$ cat src/rtl/ibex_pkg.sv
// Shared constants and types for the interrupt arbiter: cause codes, FSM state
// encoding and the captured-selection record.
package ibex_pkg;

   localparam logic [5:0] EXC_CAUSE_IRQ_SOFTWARE_M = 6'h23;
   localparam logic [5:0] EXC_CAUSE_IRQ_TIMER_M    = 6'h27;
   localparam logic [5:0] EXC_CAUSE_IRQ_EXTERNAL_M = 6'h2B;
   localparam logic [5:0] EXC_CAUSE_IRQ_NM         = 6'h3F;

   typedef enum logic [1:0] {
      IRQ_ARB_IDLE = 2'd0,
      IRQ_ARB_REQ  = 2'd1,
      IRQ_ARB_HOLD = 2'd2
   } irq_arb_state_e;

   typedef struct packed {
      logic [5:0] cause;
      logic       is_nm;
   } irq_sel_t;

   // Fast interrupt causes sit in the 0x30..0x3E window, indexed by source id.
   function automatic logic [5:0] irq_fast_cause(input logic [3:0] id);
      return {2'b11, id};
   endfunction

endpackage

$ cat src/rtl/ibex_irq_prio_enc.sv
// Combinational priority encoder: picks the highest-priority eligible interrupt
// and returns its cause code and NMI flag.
module ibex_irq_prio_enc
   import ibex_pkg::*;
(
   input  logic        nm,
   input  logic [14:0] fast,
   input  logic        external,
   input  logic        software,
   input  logic        timer,
   output logic        valid,
   output logic [5:0]  cause,
   output logic        is_nm
);

   // Evaluated lowest priority first so each later hit overrides the earlier ones.
   always_comb begin
      valid = 1'b0;
      cause = '0;
      is_nm = 1'b0;
      if (timer) begin
         valid = 1'b1;
         cause = EXC_CAUSE_IRQ_TIMER_M;
      end
      if (software) begin
         valid = 1'b1;
         cause = EXC_CAUSE_IRQ_SOFTWARE_M;
      end
      if (external) begin
         valid = 1'b1;
         cause = EXC_CAUSE_IRQ_EXTERNAL_M;
      end
      for (int i = 0; i < 15; i++) begin
         if (fast[i]) begin
            valid = 1'b1;
            cause = irq_fast_cause(4'(i));
         end
      end
      if (nm) begin
         valid = 1'b1;
         cause = EXC_CAUSE_IRQ_NM;
         is_nm = 1'b1;
      end
   end

endmodule

$ cat src/rtl/ibex_irq_arbiter.sv
// Interrupt arbiter: registers sources, masks them, and hands one frozen request
// at a time to the controller. Define IBEX_IRQ_FAST_EDGE_EN for edge-triggered fast sources.
module ibex_irq_arbiter
   import ibex_pkg::*;
#(
   parameter int unsigned HOLDOFF_CYCLES = 2
) (
   input  logic        clk_i,
   input  logic        rst_i,
   input  logic        irq_software_i,
   input  logic        irq_timer_i,
   input  logic        irq_external_i,
   input  logic [14:0] irq_fast_i,
   input  logic        irq_nm_i,
   input  logic        mie_msie_i,
   input  logic        mie_mtie_i,
   input  logic        mie_meie_i,
   input  logic [14:0] mie_fast_i,
   input  logic        csr_mstatus_mie_i,
   input  logic        debug_mode_i,
   input  logic        irq_ack_i,
   input  logic        nmi_done_i,
   output logic        irq_req_o,
   output logic [5:0]  irq_cause_o,
   output logic        irq_is_nm_o,
   output logic        mip_msip_o,
   output logic        mip_mtip_o,
   output logic        mip_meip_o,
   output logic [14:0] mip_fast_o,
   output logic        nmi_active_o
);

   irq_arb_state_e state_q, state_d;
   irq_sel_t       sel_q, sel_d;
   logic [3:0]     cnt_q, cnt_d;

   logic        sw_q, tmr_q, ext_q, nm_q, nm_prev_q;
   logic [14:0] fast_q, fast_ip;
   logic        nm_pend_q, nmi_active_q;

   logic        gate, nm_elig, sw_elig, tmr_elig, ext_elig;
   logic [14:0] fast_elig;
   logic [15:0] fast_elig_ext;
   logic        captured_elig, ack_take, nm_ack, nm_edge;
   logic        enc_valid, enc_is_nm;
   logic [5:0]  enc_cause;

   assign nm_edge  = nm_q & ~nm_prev_q;
   assign ack_take = (state_q == IRQ_ARB_REQ) & irq_ack_i;
   assign nm_ack   = ack_take & sel_q.is_nm;

`ifdef IBEX_IRQ_FAST_EDGE_EN
   logic [14:0] fast_prev_q, fast_pend_q, fast_clr;

   // Only an acknowledged fast request retires its sticky pending bit.
   assign fast_clr = (ack_take && !sel_q.is_nm && sel_q.cause[5:4] == 2'b11) ?
                     (15'(1) << sel_q.cause[3:0]) : '0;
   assign fast_ip  = fast_pend_q;

   always_ff @(posedge clk_i) begin
      if (rst_i) begin
         fast_prev_q <= '0;
         fast_pend_q <= '0;
      end else begin
         fast_prev_q <= fast_q;
         fast_pend_q <= (fast_pend_q & ~fast_clr) | (fast_q & ~fast_prev_q);
      end
   end
`else
   assign fast_ip = fast_q;
`endif

   assign gate      = csr_mstatus_mie_i & ~debug_mode_i & (cnt_q == 4'd0);
   assign sw_elig   = sw_q & mie_msie_i & gate;
   assign tmr_elig  = tmr_q & mie_mtie_i & gate;
   assign ext_elig  = ext_q & mie_meie_i & gate;
   assign fast_elig = fast_ip & mie_fast_i & {15{gate}};
   assign nm_elig   = nm_pend_q & ~nmi_active_q & ~debug_mode_i;
   assign fast_elig_ext = {1'b0, fast_elig};

   ibex_irq_prio_enc u_prio_enc (
      .nm       (nm_elig),
      .fast     (fast_elig),
      .external (ext_elig),
      .software (sw_elig),
      .timer    (tmr_elig),
      .valid    (enc_valid),
      .cause    (enc_cause),
      .is_nm    (enc_is_nm)
   );

   // Re-check the source frozen in sel_q so a dropped or masked request is withdrawn.
   always_comb begin
      captured_elig = 1'b0;
      if (sel_q.is_nm) begin
         captured_elig = nm_elig;
      end else begin
         case (sel_q.cause)
            EXC_CAUSE_IRQ_EXTERNAL_M: captured_elig = ext_elig;
            EXC_CAUSE_IRQ_SOFTWARE_M: captured_elig = sw_elig;
            EXC_CAUSE_IRQ_TIMER_M:    captured_elig = tmr_elig;
            default:                  captured_elig = fast_elig_ext[sel_q.cause[3:0]];
         endcase
      end
   end

   always_comb begin
      state_d = state_q;
      sel_d   = sel_q;
      cnt_d   = cnt_q;
      case (state_q)
         IRQ_ARB_IDLE: begin
            if (enc_valid) begin
               sel_d   = '{cause: enc_cause, is_nm: enc_is_nm};
               state_d = IRQ_ARB_REQ;
            end
         end
         IRQ_ARB_REQ: begin
            if (irq_ack_i) begin
               cnt_d   = 4'(HOLDOFF_CYCLES);
               state_d = (HOLDOFF_CYCLES == 0) ? IRQ_ARB_IDLE : IRQ_ARB_HOLD;
            end else if (!captured_elig) begin
               state_d = IRQ_ARB_IDLE;
            end
         end
         IRQ_ARB_HOLD: begin
            // An NMI abandons the hold-off window entirely.
            if (nm_elig) begin
               sel_d   = '{cause: EXC_CAUSE_IRQ_NM, is_nm: 1'b1};
               cnt_d   = 4'd0;
               state_d = IRQ_ARB_REQ;
            end else if (cnt_q <= 4'd1) begin
               cnt_d   = 4'd0;
               state_d = IRQ_ARB_IDLE;
            end else begin
               cnt_d = cnt_q - 4'd1;
            end
         end
         default: begin
            cnt_d   = 4'd0;
            state_d = IRQ_ARB_IDLE;
         end
      endcase
   end

   always_ff @(posedge clk_i) begin
      if (rst_i) begin
         state_q      <= IRQ_ARB_IDLE;
         sel_q        <= '0;
         cnt_q        <= '0;
         sw_q         <= 1'b0;
         tmr_q        <= 1'b0;
         ext_q        <= 1'b0;
         fast_q       <= '0;
         nm_q         <= 1'b0;
         nm_prev_q    <= 1'b0;
         nm_pend_q    <= 1'b0;
         nmi_active_q <= 1'b0;
      end else begin
         state_q      <= state_d;
         sel_q        <= sel_d;
         cnt_q        <= cnt_d;
         sw_q         <= irq_software_i;
         tmr_q        <= irq_timer_i;
         ext_q        <= irq_external_i;
         fast_q       <= irq_fast_i;
         nm_q         <= irq_nm_i;
         nm_prev_q    <= nm_q;
         nm_pend_q    <= (nm_pend_q & ~nm_ack) | nm_edge;
         nmi_active_q <= nm_ack ? 1'b1 : (nmi_active_q & ~nmi_done_i);
      end
   end

   assign irq_req_o    = (state_q == IRQ_ARB_REQ);
   assign irq_cause_o  = sel_q.cause;
   assign irq_is_nm_o  = sel_q.is_nm;
   assign mip_msip_o   = sw_q;
   assign mip_mtip_o   = tmr_q;
   assign mip_meip_o   = ext_q;
   assign mip_fast_o   = fast_ip;
   assign nmi_active_o = nmi_active_q;

endmodule
$ cat config.mk
export PLATFORM = sky130hd
export DESIGN_NAME = ibex_irq_arbiter
export DESIGN_NICKNAME = d
export VERILOG_FILES = /design/src/rtl/ibex_pkg.sv /design/src/rtl/ibex_irq_prio_enc.sv /design/src/rtl/ibex_irq_arbiter.sv
export SDC_FILE = /design/constraint.sdc
export NUM_CORES = 1
export LEC_CHECK = 0
export CAP_MARGIN = 20
export CELL_PAD_IN_SITES_DETAIL_PLACEMENT = 0
export CELL_PAD_IN_SITES_GLOBAL_PLACEMENT = 1
export CORE_MARGIN = 2
export CORE_UTILIZATION = 35
export DETAILED_ROUTE_END_ITERATION = 10
export GPL_ROUTABILITY_DRIVEN = 0
export GPL_TIMING_DRIVEN = 0
export PLACE_DENSITY_LB_ADDON = 0.1
export SYNTH_ARGS = -nofsm -noshare
export SYNTH_HDL_FRONTEND = slang
export SYNTH_SLANG_ARGS = --single-unit
export TNS_END_PERCENT = 100
$ cat constraint.sdc
create_clock -name clk_i -period 3.2 [get_ports clk_i]
set_clock_uncertainty 0.15 [all_clocks]
set_input_delay 0.48 -clock clk_i [delete_from_list [all_inputs] [get_ports clk_i]]
set_output_delay 0.48 -clock clk_i [all_outputs]
set_load 0.005 [all_outputs]
Yosys cells after proc, flatten, opt, wreduce, memory -nomap -nowiden

Cells that the tools add are included.

Reductions and logical operators: 6
Muxes and demuxes: 57
Bitwise operators: 24
Equal/unequal tests: 10
Magnitude comparators: 2
Add/sub/neg operators: 1

Operators with widths:

| operator                                                   | number |
|---|---|
| two-way mux 6 bit                                          | 19 |
| bitwise AND 15 bit                                         | 2 |
| two-way mux 1 bit                                          | 23 |
| == test 6 bit, second input constant                       | 3 |
| bitwise AND 1 bit                                          | 15 |
| two-way mux 7 bit                                          | 2 |
| case mux 7 bit (2 select lines)                            | 1 |
| two-way mux 4 bit                                          | 3 |
| case mux 4 bit (3 select lines)                            | 1 |
| two-way mux 2 bit                                          | 5 |
| inequality test 2 bit, second input constant               | 3 |
| inequality test 3 bit, second input constant               | 2 |
| inverter 1 bit                                             | 6 |
| case mux 2 bit (3 select lines)                            | 1 |
| AND reduction 3 bit                                        | 2 |
| less-than comparator 4 x 5 -> 1 bit, second input constant | 1 |
| binary-select mux 1 bit (select 4 bit)                     | 1 |
| <= comparator 4 x 1 -> 1 bit, second input constant        | 1 |
| zero test 4 bit                                            | 1 |
| subtractor 4 x 1 -> 4 bit, second input constant           | 1 |
| case mux 1 bit (3 select lines)                            | 1 |
| == test 2 x 1 -> 1 bit, second input constant              | 1 |
| == test 2 bit, second input constant                       | 1 |
| zero test 2 bit                                            | 1 |
| other kinds (3)                                            | 3 |

Word-level logic and storage cells: 112
Output and inout port bits: 27
Register bits after elaboration: 35

Longest topological paths before layout

Gate-level depths: netlist of run 1.

Depth in word-level cells: 25
Mapped depth: 8
Mapped depth without buffers: 8

By module

Synthesis of run 1 repeated with hierarchy kept, for this count alone.

Cells, all modules: 246
Area, all modules: 1983.2 sq um

Modules (own cells, without submodules):

| module            | area each (sq um) | cells an instance | times used | sequential area each (sq um) |
|---|---|---|---|---|
| ibex_irq_arbiter  | 1749.2            | 208               | 1          | 700.7 |
| ibex_irq_prio_enc | 234.0             | 38                | 1          | 0.0 |

Worst setup path before layout of run 1

OpenSTA, ideal clock, no wires.

Path kind: in2reg
Start point: input port debug_mode_i
End point: register state_q[0]
Buffers on the path: 0
Stages on the path: 6
Library setup time: 0.121 ns
Slack: 1.026 ns
Arrival: 1.903 ns
Data required time: 2.929 ns
Path through: or3b_4 o311ai_1 o311ai_1 a311o_1 a31oi_2 mux2_4

Word-level cells in the longest chain between the ends: 25

RTL lines:

| item                                   | RTL line                                       | RTL |
|---|---|---|
| from (decl)                            | ibex_irq_arbiter.sv:20                         | `input logic debug_mode_i,` |
| inverter 1 bit (*)                     | ibex_irq_arbiter.sv:73, ibex_irq_arbiter.sv:78 |  |
| bitwise AND 1 bit (2 in series)        | ibex_irq_arbiter.sv:73                         | `assign gate = csr_mstatus_mie_i & ~debug_mode_i & (cnt_q == 4'd0);` |
| bitwise AND 1 bit                      | ibex_irq_arbiter.sv:75                         | `assign tmr_elig = tmr_q & mie_mtie_i & gate;` |
| two-way mux 1 bit                      | ibex_irq_prio_enc.sv:21                        | `if (timer) begin` |
| two-way mux 1 bit                      | ibex_irq_prio_enc.sv:25                        | `if (software) begin` |
| two-way mux 1 bit                      | ibex_irq_prio_enc.sv:29                        | `if (external) begin` |
| two-way mux 1 bit (15 in series)       | ibex_irq_prio_enc.sv:34                        | `if (fast[i]) begin` |
| two-way mux 1 bit                      | ibex_irq_prio_enc.sv:39                        | `if (nm) begin` |
| inequality test 2 bit (no source line) | -                                              |  |
| AND reduction 3 bit (no source line)   | -                                              |  |
| to (signal assigned)                   | ibex_irq_arbiter.sv:160                        | `state_q <= state_d;` |
| to (decl)                              | ibex_irq_arbiter.sv:33                         | `irq_arb_state_e state_q, state_d;` |

Mark *: on every way between the ends. The rest lies on a longest branch, timed or not. The select of a mux whose other input is x is not followed.
A chain may end at the register's enable or synchronous reset.

Worst setup path in the final report of run 1

Start point: input port mie_meie_i
End point: register sel_q, in the netlist irq_cause_o[0]

Word-level cells in the longest chain between the ends: 21

RTL lines:

| item                                                                          | RTL line                | RTL |
|---|---|---|
| from (decl)                                                                   | ibex_irq_arbiter.sv:17  | `input logic mie_meie_i,` |
| bitwise AND 1 bit (*) (2 in series)                                           | ibex_irq_arbiter.sv:76  | `assign ext_elig = ext_q & mie_meie_i & gate;` |
| two-way mux 6 bit / two-way mux 1 bit (equally long branches)                 | ibex_irq_prio_enc.sv:29 |  |
| two-way mux 6 bit / two-way mux 1 bit (equally long branches) (15 in series)  | ibex_irq_prio_enc.sv:34 |  |
| two-way mux 6 bit / two-way mux 1 bit (equally long branches)                 | ibex_irq_prio_enc.sv:39 |  |
| two-way mux 7 bit / inequality test 2 bit (equally long branches)             | -                       |  |
| case mux 7 bit (2 select lines) / AND reduction 3 bit (equally long branches) | -                       |  |
| to (signal assigned)                                                          | ibex_irq_arbiter.sv:161 | `sel_q <= sel_d;` |
| to (decl)                                                                     | ibex_irq_arbiter.sv:34  | `irq_sel_t sel_q, sel_d;` |

Marked as above.

==> results of run 1 <==
## synthesized netlist by cell type (all sizes together) (3+ instances only)
cell	n
a22oi	7
nor3	9
clkbuf	5
dfxtp	35
a211oi	4
nand2	24
inv	8
ha	7
nand3	12
a21oi	12
buf	5
nor2	13
nand2b	5
and4b	3
o311ai	4
nor2b	26
o21ai	17
## final cells by class
class	instances	share of cell area [%]
tap	72	3.148
sequential	35	24.49
buffer	10	1.968
clock buffer	8	3.498
timing repair buffer	68	23.79
inverter	8	1.049
multi-input combinational	181	42.06
## how the worst max path moves through the flow
stage | to | slack [ps] | cells past startpoint
6_report | irq_cause_o[0]$_SDFFE_PP0P_ | 540 | 7
5_1_grt | irq_cause_o[0]$_SDFFE_PP0P_ | 360 | 7
4_1_cts | irq_cause_o[0]$_SDFFE_PP0P_ | 510 | 7
3_5_place_dp | irq_cause_o[0]$_SDFFE_PP0P_ | 180 | 7
3_3_place_gp | irq_cause_o[0]$_SDFFE_PP0P_ | 200 | 7
2_1_floorplan | state_q[0]$_SDFFE_PP0P_ | 1030 | 6
## per-layer routing
layer  global-route usage, %  part of all wire [%]
met3                   6.109                   5.4
met2                   29.66                    48
met4                   6.897                   2.1
met1                   20.40                    44
met5                       0                     0
## registers in the layout, indices dropped and copies added, names as in the netlist, 2 cells and up
register	cells
mip_fast_o	15
state_q	2
irq_cause_o	6
cnt_q	4
## power by group
group / internal, mW / switching, mW
combinational: 0.274 / 0.250
sequential: 0.483 / 0.0419
clock: 0.196 / 0.162
## cell families (layout without fill, tap and decap cells)
logic type               after synthesis  count (layout)  synth area share, %
flip-flops                            35              35                35.20
AND/OR/NAND/NOR                      105             105                29.67
buffers and inverters                 18              94                4.337
multiplexers                           3               3                1.823
AO/OA/AOI/OAI                         66              66                24.58
adder cells (fa/ha/maj)                7               7                4.400
## critical path, stage by stage
cell             delay, ps
clkdlybuf4s50_1        450
a222oi_1               680
o21ai_1                120
a221oi_1               350
o311ai_0               230
a311oi_2               300
nor3_1                  70
## stage by stage
stage               setup WS (ps)  instances
floorplan                    1026        234
global placement            204.5        374
detailed placement          180.8        374
CTS                         509.9        382
global route                359.1        382
finish                      538.7        382
==> metrics.md, run 1 <==
| Metric | Value |
|---|---|
| Status | finished clean |
| Worst r2r path cells | 8 |
| Cts bufs inserted | 5 |
| CORE AREA | 5507 µm² |
| #FFs+latches synth | 35 |
| Synth top area share | 35.20% |
| R2r setup slk | 780 ps |
| Syn Nets | 284 |
| Setup bufs post-CTS | 0 |
| Share of layout cells above drive strength 1 | 8.710% |
| Pin count of the biggest net entering global routing | 11 |
| Area of the multi-input gates | 1204 µm² |
| Slew Limit Headroom | 52.61% |
| CTS tree | done |
| WP data required | 3220 ps |
| Syn Inst Count | 234 |
| Clock tree buffer depth | 2 |
| Hold_sp | nm_q$_SDFF_PP0_ |
| Fin. max-slew vios | 0 |
| Initial antenna violation count | 0 |
| FMAX | 375.8 MHz |
| Post-route minimum period | 2661 ps |
| Mapped Area | 1991 µm² |
| Ranking of synthesized cells by area | dfxtp_1, nor2b_1, ha_1 |
| P_leak | 1.047 nW |
| Setup TNS | 0 ps |
| Number of global-route vias before repair | 1827 |
| Most frequent cells in the layout | clkdlybuf4s50_1, dfxtp_1, nor2b_1, nand2_1, o21ai_0 |
| # IOs | 70 |
| Total track usage | 17.59% |
| Worst-Margin Slew | 710.9 ps |
| Seq/Total Area, Yosys | 35.20% |
| Via Count | 1956 |
| DRT iter0 DRCs | 109 |
| Fin area | 2861 µm² |
| Final Total Pwr | 1.407 mW |
| Routed wire length | 5261 µm |
| Clock root buffer | clkbuf_8 |
| Reg2Reg Capture Point | state_q[0]$_SDFFE_PP0P_ |
| First-pass GRT wire length | 8493 µm |
| Port bufs | 68 |
| Setup crit end kind | flip-flop |
| Cell area power density | 491.7 nW/µm² |
| Routed length per placed instance | 13.77 µm |
| EDFF count, synth | 0 |
| Die H | 79.42 µm |
| Layout Area Growth over Synthesis | 43.75% |
| # rows | 27 |
| ANT cells | 0 |
| Post-cts sizing count | 0 |
| Period utilisation layout | 83.17% |
| # hold bufs at CTS | 0 |
| Post-DP HPWL | 4180 µm |
| Via/cell ratio | 5.120 |
| Clock sink count | 35 |
| Die W | 79.42 µm |
| CP Class | primary input to flip-flop |
| Reg-to-Reg Start | state_q[1]$_SDFFE_PP0P_ |
| Die footprint | 6307 µm² |
| Final Setup Violations | 0 |
| Clock slew at reported path FFs | 70 ps |
| Worst path arrival time | 2680 ps |
| WHS Endpoint | nm_prev_q$_SDFF_PP0_ |
| First-pass DRT Iterations | 5 |
| Critical path fanouts, max | 4 |
| Synth warn | 0 |
| Async SR Flop Fraction | 0% |
| Final hold violations | 0 |
| Starting Density | 36.15% |
| Worst skew pair latency | 300 ps |
| CP startpoint kind | primary input |
| Final #Nets | 359 |
| Hold_ws | 309.2 ps |
| # DRC | 0 |
| Register area | 700.7 µm² |
| Crit. Startpoint | mie_meie_i |
| Distinct cells, synth | 54 |
| Syn Area/Cell | 8.507 µm² |
| Hold Crit Class | flip-flop to flip-flop |
| Final core occ | 51.97% |
| Fillers | 555 |
| Most common cell after layout, fill and taps aside | clkdlybuf4s50_1 |
| CTS H-tree depth | 2 |
| Unrepaired setup endpoints after global routing | false |
| VDD IR max | 0.0002920 V |
| Max_cap viols | 0 |
| Hold Path Cell Cnt | 1 |
| ANT nets after route | 0 |
| DP Area | 2761 µm² |
| Main synth FF type | dfxtp_1 |
| Area leader, netlist | dfxtp_1 |
| GR Overflow Total | 0 |
Note: power is estimated with default switching activity, not from simulation.
==> run 2, diff against run 1 <==
--- a/config.mk
+++ b/config.mk
@@ -9,7 +9,7 @@
 export CELL_PAD_IN_SITES_DETAIL_PLACEMENT = 0
 export CELL_PAD_IN_SITES_GLOBAL_PLACEMENT = 1
 export CORE_MARGIN = 2
-export CORE_UTILIZATION = 35
+export CORE_UTILIZATION = 32
 export DETAILED_ROUTE_END_ITERATION = 10
 export GPL_ROUTABILITY_DRIVEN = 0
 export GPL_TIMING_DRIVEN = 0
==> constraint.sdc (replaced) <==
create_clock -name clk_i -period 2.7 [get_ports clk_i]
set_clock_uncertainty 0.15 [all_clocks]
set_input_delay 0.405 -clock clk_i [delete_from_list [all_inputs] [get_ports clk_i]]
set_output_delay 0.405 -clock clk_i [all_outputs]
set_load 0.005 [all_outputs]
==> run 2 against run 1 <==
Sequential power up 19%. Flip-flop and latch count is the same. Sequential share of layout area unchanged. Largest cell class unchanged. Worst setup slack got worse by 330 ps. Die area grew 8.9%. Design area unchanged. Largest power group is now combinational logic.
==> metrics.md, run 2 (synthesized netlist as in run 1, its figures left out) <==
| Metric | Value |
|---|---|
| Status | finished clean |
| Clock sink count | 35 |
| # DRC | 0 |
| P_leak | 1.047 nW |
| Clock tree buffer depth | 2 |
| Worst path arrival time | 2530 ps |
| Worst skew pair latency | 290 ps |
| Starting Density | 33.42% |
| Final Non-Filler Cells | 387 |
| Final WS setup | 207.4 ps |
| # IOs | 70 |
| Reg-to-Reg Start | state_q[1]$_SDFFE_PP0P_ |
| Slew Limit Headroom | 64.25% |
| CP Class | primary input to flip-flop |
| Top Usage Layer GRT | met2 |
| R2r setup slk | 210 ps |
| Unrepaired setup endpoints after global routing | false |
| ANT cells | 0 |
| CTS tree | done |
| Routed length per placed instance | 13.93 µm |
| First-pass DRT Iterations | 4 |
| Total track usage | 15.48% |
| # hold bufs at CTS | 0 |
| Port bufs | 68 |
| Die W | 82.87 µm |
| Final Setup Violations | 0 |
| VDD IR max | 0.0002472 V |
| First-pass GRT wire length | 8749 µm |
| Worst r2r path cells | 8 |
| GR Layer Usage met2 | 26.69% |
| Cts bufs inserted | 5 |
| Die footprint | 6867 µm² |
| Initial antenna violation count | 0 |
| Routed wire length | 5390 µm |
| Met3 usage | 3.579% |
| Clock slew at reported path FFs | 80 ps |
| Critical path fanouts, max | 6 |
| GR Overflow Total | 0 |
| CTS H-tree depth | 2 |
| Clock root buffer | clkbuf_8 |
| CORE AREA | 5956 µm² |
| Setup crit end kind | flip-flop |
| Fillers | 621 |
| Via Count | 1983 |
| Final #Nets | 361 |
| Die H | 82.87 µm |
| Max reg flops | 15 |
| DRT iter0 DRCs | 70 |
| Number of global-route vias before repair | 1899 |
| Hold Path Cell Cnt | 1 |
| Post-route minimum period | 2493 ps |
| Pin count of the biggest net entering global routing | 11 |
| # rows | 28 |
| Reg2Reg Capture Point | state_q[0]$_SDFFE_PP0P_ |
| Hold_sp | nm_q$_SDFF_PP0_ |
| FMAX | 401.2 MHz |
| Post-DP HPWL | 4215 µm |
| WHS Endpoint | nm_prev_q$_SDFF_PP0_ |
| Worst-Margin Slew | 536.2 ps |
| Layout Area Growth over Synthesis | 43.75% |
| GR Util met1 | 18.82% |
| Fin. max-slew vios | 0 |
| DP Cell Count | 377 |
| Cell area power density | 566.9 nW/µm² |
| Share of layout cells above drive strength 1 | 8.974% |
| Most frequent cells in the layout | clkdlybuf4s50_1, dfxtp_1, nor2b_1, nand2_1, o21ai_0 |
| Max_cap viols | 0 |
| Hold Crit Class | flip-flop to flip-flop |
| Pre-CTS setup slack | -230.9 ps |
| Period utilisation layout | 92.32% |
| Final hold violations | 0 |
| Most common cell after layout, fill and taps aside | clkdlybuf4s50_1 |
| WP data required | 2730 ps |
| ANT nets after route | 0 |
| CP startpoint kind | primary input |
| Via/cell ratio | 5.124 |
run 2: critical path, stage by stage:
cell,delay (ps)
clkdlybuf4s50_1,480
or3b_4,450
o311ai_1,130
o311ai_1,170
a311o_1,300
a31oi_2,270
mux2_4,320
run 2: per-stage QoR:
step	setup TNS [ps]	hold slack [ps]	power [mW]	util (%)	instance area, µm²
final	0	309.9	1.622	48.05	2861
after global routing	0	320.3	1.721	48.05	2861
after CTS	0	314.1	1.637	47.79	2846
after detailed placement	-333.8	296.7	1.262	46.43	2765
after global placement	-340.1	292.0	1.260	46.43	2765
after floorplan	0	279.7	1.010	-	1991
run 2: routing by layer:
layer,part of all wire [%],up-vias
met5,0,-
met4,1.2,0
met3,4.9,6
met2,47,59
met1,47,909
li1,-,1009
run 2: what timing repair did:
action,CTS,global route
setup buffers,0,2
gates resized for setup,0,0
endpoints found under the setup margin,0,1
run 2: report_power, final:
part	total, mW	leakage (nW)	switching, mW	internal (mW)
Clock	0.369	0.0422	0.188	0.181
Sequential	0.624	0.289	0.0512	0.573
Combinational	0.629	0.715	0.302	0.327
Total	1.62	1.05	0.541	1.08
run 2: layout make-up:
type / count / area, µm² / area share, %
flip-flops and latches: 35 / 700.7 / 24.49
inverters: 8 / 30.03 / 1.049
clock inverters: 1 / 5.005 / 0.1749
clock buffers: 7 / 76.32 / 2.667
multi-input cells: 181 / 1204 / 42.06
plain buffers: 10 / 56.30 / 1.968
well taps: 75 / 93.84 / 3.279
repair buffers: 70 / 695.7 / 24.31
run 2: worst max path at each step:
stage / end / depth (start not counted) / from / slack, ps
2_1_floorplan: state_q[0]$_SDFFE_PP0P_ / 8 / cnt_q[0]$_SDFFE_PP0P_ / 530
3_3_place_gp: irq_cause_o[0]$_SDFFE_PP0P_ / 7 / mie_meie_i / -260
3_5_place_dp: irq_cause_o[0]$_SDFFE_PP0P_ / 7 / mie_meie_i / -230
4_1_cts: irq_cause_o[0]$_SDFFE_PP0P_ / 7 / mie_meie_i / 70
5_1_grt: state_q[0]$_SDFFE_PP0P_ / 8 / state_q[1]$_SDFFE_PP0P_ / 7
6_report: state_q[0]$_SDFFE_PP0P_ / 7 / debug_mode_i / 210
